## config.mk

```make
export PLATFORM = sky130hd
export DESIGN_NAME = output_collector
export DESIGN_NICKNAME = d
export VERILOG_FILES = /design/src/rtl/output_collector.sv
export SDC_FILE = /design/constraint.sdc
export NUM_CORES = 1
export LEC_CHECK = 0
export CORE_AREA = 4 4 261 263
export DETAILED_ROUTE_END_ITERATION = 7
export DIE_AREA = 0 0 265 267
export DONT_BUFFER_PORTS = 1
export GPL_TIMING_DRIVEN = 0
export PLACE_DENSITY = 0.75
export RECOVER_POWER = 50
export SLEW_MARGIN = 30
export SYNTH_ARGS = -nofsm -noshare
export SYNTH_HDL_FRONTEND = slang
export SYNTH_SLANG_ARGS = --single-unit
```

## constraint.sdc

```tcl
create_clock -name clk -period 17.85 [get_ports clk]
set_input_delay 0 -clock clk [delete_from_list [all_inputs] [get_ports clk]]
set_output_delay 0 -clock clk [all_outputs]
set_load 0.02 [all_outputs]
```

## src/rtl/output_collector.sv

```systemverilog
// output_collector: captures finished output pixels (value + x/y/ch)
// into a small FWFT FIFO and drains them to the host over valid/ready.
//
// Ports:
//   clk, arst_n_in       clock, async active-low reset
//   flush                sync clear of contents and overflow flag
//   in_valid, in_data,
//   in_x, in_y, in_ch    result capture (one-cycle pulse)
//   out_valid, out_ready,
//   out_data, out_x,
//   out_y, out_ch        head entry, valid/ready handshake
//   count, empty, full,
//   almost_full          occupancy status
//   overflow             sticky: a result was dropped
//
// Optional: define OUTPUT_COLLECTOR_RELU_EN to clamp negative
// in_data to zero on the push path.

module output_collector #(
  parameter int DATA_WIDTH        = 32,
  parameter int COORD_WIDTH       = 32,
  parameter int FIFO_DEPTH        = 8,
  parameter int ALMOST_FULL_LEVEL = 6
) (
  input  logic                           clk,
  input  logic                           arst_n_in,
  input  logic                           flush,
  input  logic                           in_valid,
  input  logic [DATA_WIDTH-1:0]          in_data,
  input  logic [COORD_WIDTH-1:0]         in_x,
  input  logic [COORD_WIDTH-1:0]         in_y,
  input  logic [COORD_WIDTH-1:0]         in_ch,
  output logic                           out_valid,
  input  logic                           out_ready,
  output logic [DATA_WIDTH-1:0]          out_data,
  output logic [COORD_WIDTH-1:0]         out_x,
  output logic [COORD_WIDTH-1:0]         out_y,
  output logic [COORD_WIDTH-1:0]         out_ch,
  output logic [$clog2(FIFO_DEPTH):0]    count,
  output logic                           empty,
  output logic                           full,
  output logic                           almost_full,
  output logic                           overflow
);

  localparam int AW = $clog2(FIFO_DEPTH);
  localparam int CW = AW + 1;

  localparam logic [CW-1:0] DEPTH_C = CW'(FIFO_DEPTH);
  localparam logic [CW-1:0] AF_C    = CW'(ALMOST_FULL_LEVEL);
  localparam logic [CW-1:0] CNT_ONE = CW'(1);
  localparam logic [AW-1:0] PTR_ONE = AW'(1);

  logic [DATA_WIDTH-1:0]  mem_data [FIFO_DEPTH];
  logic [COORD_WIDTH-1:0] mem_x    [FIFO_DEPTH];
  logic [COORD_WIDTH-1:0] mem_y    [FIFO_DEPTH];
  logic [COORD_WIDTH-1:0] mem_ch   [FIFO_DEPTH];

  logic [AW-1:0]         wr_ptr;
  logic [AW-1:0]         rd_ptr;
  logic [CW-1:0]         cnt;
  logic                  ovf;
  logic                  pop;
  logic                  push;
  logic                  push_e;
  logic                  pop_e;
  logic                  drop;
  logic [DATA_WIDTH-1:0] wdata;

  assign count       = cnt;
  assign empty       = (cnt == '0);
  assign full        = (cnt == DEPTH_C);
  assign almost_full = (cnt >= AF_C);
  assign overflow    = ovf;
  assign out_valid   = !empty;

  assign out_data = mem_data[rd_ptr];
  assign out_x    = mem_x[rd_ptr];
  assign out_y    = mem_y[rd_ptr];
  assign out_ch   = mem_ch[rd_ptr];

  // A pop frees a slot on the same edge, so a full FIFO
  // can still accept a push while the host is draining.
  assign pop  = out_valid && out_ready;
  assign push = in_valid && (!full || pop);
  assign drop = in_valid && full && !pop;

  // Flush swallows any coincident push or pop.
  assign push_e = push && !flush;
  assign pop_e  = pop && !flush;

`ifdef OUTPUT_COLLECTOR_RELU_EN
  assign wdata = in_data[DATA_WIDTH-1] ? '0 : in_data;
`else
  assign wdata = in_data;
`endif

  // Storage has no reset; contents are don't-care while empty.
  always_ff @(posedge clk) begin
    if (push_e) begin
      mem_data[wr_ptr] <= wdata;
      mem_x[wr_ptr]    <= in_x;
      mem_y[wr_ptr]    <= in_y;
      mem_ch[wr_ptr]   <= in_ch;
    end
  end

  always_ff @(posedge clk or negedge arst_n_in) begin
    if (!arst_n_in) begin
      wr_ptr <= '0;
      rd_ptr <= '0;
      cnt    <= '0;
      ovf    <= 1'b0;
    end else if (flush) begin
      wr_ptr <= '0;
      rd_ptr <= '0;
      cnt    <= '0;
      ovf    <= 1'b0;
    end else begin
      if (push_e) wr_ptr <= wr_ptr + PTR_ONE;
      if (pop_e)  rd_ptr <= rd_ptr + PTR_ONE;
      unique case (1'b1)
        (push_e && !pop_e): cnt <= cnt + CNT_ONE;
        (pop_e && !push_e): cnt <= cnt - CNT_ONE;
        default:            cnt <= cnt;
      endcase
      if (drop) ovf <= 1'b1;
    end
  end

endmodule

```

==> impl_metrics.json <==
{
  "num_rows": 94,
  "grt_pass1_wl_um": 124700,
  "hold_start": "in_y[28]",
  "htreeDepth": 3,
  "cp.depth": 12,
  "p_total_uw": 6136,
  "met1_usage": 0.3234,
  "critical_path.max_stage_delay_ns": 0.78,
  "r2r_end": "mem_x[0][22]$_DFFE_PP_",
  "crit_path_start_kind": "flop",
  "initial_core_util": 0.5978,
  "gp_congestion": 0.7670,
  "cp_num_buf_inv": 8,
  "clock_path_buffers": 3,
  "ff2ff_setup_slack_ns": 13.65,
  "chipWidth_um": 265,
  "grtUsageTotal": 0.2398,
  "yosys.area.top_type": "edfxtp_1",
  "critical_path_class": "reg2reg",
  "netlist_area_um2": 39230,
  "layout-drive-gt1-share": 0.3327,
  "grt_max_degree": 19,
  "slowest_stage": "nor3_1",
  "ant_nets": 0,
  "synth_common_cells": "edfxtp_1 (1,024), mux4_2 (256), mux2_2 (128)",
  "cts_num_sinks": 1035,
  "fillers": 3645,
  "synth_cell_types": 41,
  "drc": 0,
  "cts-root-buf": "clkbuf_16",
  "tns_ns": 0,
  "synth_cells": 1574,
  "dr.pass1.iters": 5,
  "syn_nets": 1711,
  "nets": 2043,
  "slew_headroom": -0.1493,
  "gr-max-usage-layer": "met2",
  "synth_flop_cell": "edfxtp_1",
  "dp_hpwl_um": 52440,
  "overflow": 0,
  "synthTopCellsByArea": "edfxtp_1 (78%), mux4_2 (15%), mux2_2 (3.7%), buf_6 (0.75%), dfrtp_1 (0.70%)",
  "die_y_um": 267,
  "die_area_um2": 70760,
  "peakVddDrop_mv": 0.1276,
  "cpLargestDelayFamily": "buffers and inverters",
  "synth-edff-count": 1024,
  "tightest_slew_ns": 1.718,
  "setup_viol": 0,
  "multiInputGateArea_um2": 7684,
  "hold_class": "in2reg",
  "cts_made_buffers": 101,
  "vias": 17710,
  "core_area_um2": 65630,
  "yosysWarnings": 0,
  "clock_latency_ns": 0.66,
  "area_delta_synth_final_pct": 19.22,
  "ios": 270,
  "end_kind": "flop",
  "drv_cap": 4,
  "synth-seq-cells": 1035,
  "r2r_cells": 12,
  "portBuffers": 0,
  "cpMostUsedCell": "buf_4",
  "avgViaCountPerCell": 6.196,
  "cts_tree": "done",
  "failed_checks": "capacitance limit, slew limit",
  "slew_violations": 25,
  "antenna_found_initial": 4,
  "grt_util_met2": 0.4066,
  "outcome": "finished with violations",
  "synth_top_area_frac": 0.7838,
  "holdPathStages": 1,
  "async_flop_share": 0.01063,
  "seq_area_frac_synth": 0.7908,
  "postRouteWirelength_um": 83570,
  "drtIter0Drc": 1848,
  "cp.arrival_ns": 4.56,
  "fin_worst_skew_ns": 0.02339,
  "crit_chain": "clkbuf_1 > or3_1 > o21ai_0 > or3_1 > nor3_1 > buf_6 > buf_6 > buf_4 > buf_4 > buf_4 > buf_6 > buf_4",
  "cts_setup_buffers": 0,
  "p_leak_uw": 0.01466,
  "grt_pass1_vias": 19040,
  "syn_area_per_cell_um2": 24.92,
  "fmax_ghz": 0.2381,
  "hold_viol": 0,
  "required_ns": 18.21,
  "grt_setup_unrepaired": "no",
  "synth_most_common_cell": "edfxtp_1",
  "path_max_fanout": 8,
  "regArea_um2": 31020,
  "grt_util_met3": 0.05236,
  "powerDensity_nw_per_um2": 131.2,
  "worst_slack_ns": 13.65,
  "hold_buffers": 134,
  "pre_cts_ws_ns": 14.00,
  "avgRoutedWirePerCell_um": 29.24,
  "clk_pin_slew_ns": 0.06,
  "holdPathEnd": "mem_y[3][28]$_DFFE_PP_",
  "r2r_start": "count[0]$_DFFE_PN0P_",
  "period_share": 0.2353,
  "period_minus_slack_ns": 4.200,
  "cp-startpoint": "count[0]$_DFFE_PN0P_",
  "ctsResizeCount": 0
}
metrics by stage:
step	area (um^2)	utilization	instances	hold slack, ns
floorplan	39230	-	1574	-0.2956
global placement	40310	0.6142	2438	-0.2953
detailed placement	42110	0.6416	2533	-0.2953
CTS	46820	0.7135	2854	0.09241
global route	46760	0.7125	2854	0.1368
finish	46770	0.7126	2858	0.1457
worst register-to-register path, cell delays in order, from the launching register on:
cell and delay (ns):
dfrtp_1 0.50, clkbuf_1 0.34, or3_1 0.26, o21ai_0 0.23, or3_1 0.46, nor3_1 0.78
buf_6 0.25, buf_6 0.15, buf_4 0.17, buf_4 0.20, buf_4 0.20, buf_6 0.16
buf_4 0.20
power breakdown:
group / switching (uW) / leakage (uW) / internal [uW]
registers: 19.8 / 0.00940 / 2730
logic: 676 / 0.00363 / 579
clock network: 896 / 0.00163 / 1240
area by class of cell:
type                            count  area share
Antenna cell                        4   0.0002140
Buffer                             79     0.01075
Clock buffer                      117     0.05533
Clock inverter                     70     0.01683
Inverter                            3   0.0002408
Multi-Input combinational cell    457      0.1643
Sequential cell                  1035      0.6634
Tap cell                          864     0.02311
Timing Repair Buffer              229     0.06587
metal layers:
layer / share of wire / wire [um]
met3: 0.073 / 6105
met1: 0.38 / 31970
met5: 0.00024 / 20
met4: 0.021 / 1754
met2: 0.52 / 43720
cells by family after synthesis:
logic type,Yosys count,share of synthesized area
AO/OA/AOI/OAI,19,0.003700
flip-flops,1035,0.7908
multiplexers,386,0.1842
XOR/XNOR,7,0.001563
buffers and inverters,82,0.01308
adder cells (fa/ha/maj),4,0.001276
AND/OR/NAND/NOR,41,0.005327
layout by cell type, fill, tap and decap left out, drive strengths merged, types with 3 or more instances in the layout:
master,synthesis,layout
xor2,5,5
clkbuf,25,142
nor2,14,14
mux2,128,128
ha,4,4
bufinv,0,13
edfxtp,1024,1024
inv,3,7
buf,54,149
nand2,4,4
or3,3,3
clkinv,0,47
mux4,256,256
diode,0,4
clkinvlp,0,6
dfrtp,11,11
nor3,5,5
nand2b,3,3
a21oi,4,4
dlygate4sd3,0,134
and2,3,3
worst max path at each step:
| stage | endpoint |
|---|---|
| after global placement | mem_x[0][20]$_DFFE_PP_ |
| after CTS | mem_x[0][22]$_DFFE_PP_ |
| after floorplan | mem_ch[0][0]$_DFFE_PP_ |
| after detailed placement | mem_x[0][17]$_DFFE_PP_ |
| final | mem_x[0][22]$_DFFE_PP_ |
| after global routing | mem_x[0][17]$_DFFE_PP_ |
state kept, by name, summed over array words and instances, names as in the netlist:
name,count
count,4
mem_ch,256
mem_data,256
mem_x,256
mem_y,256
overflow,1
rd_ptr,3
wr_ptr,3
Note: power is estimated with default switching activity, not from simulation.
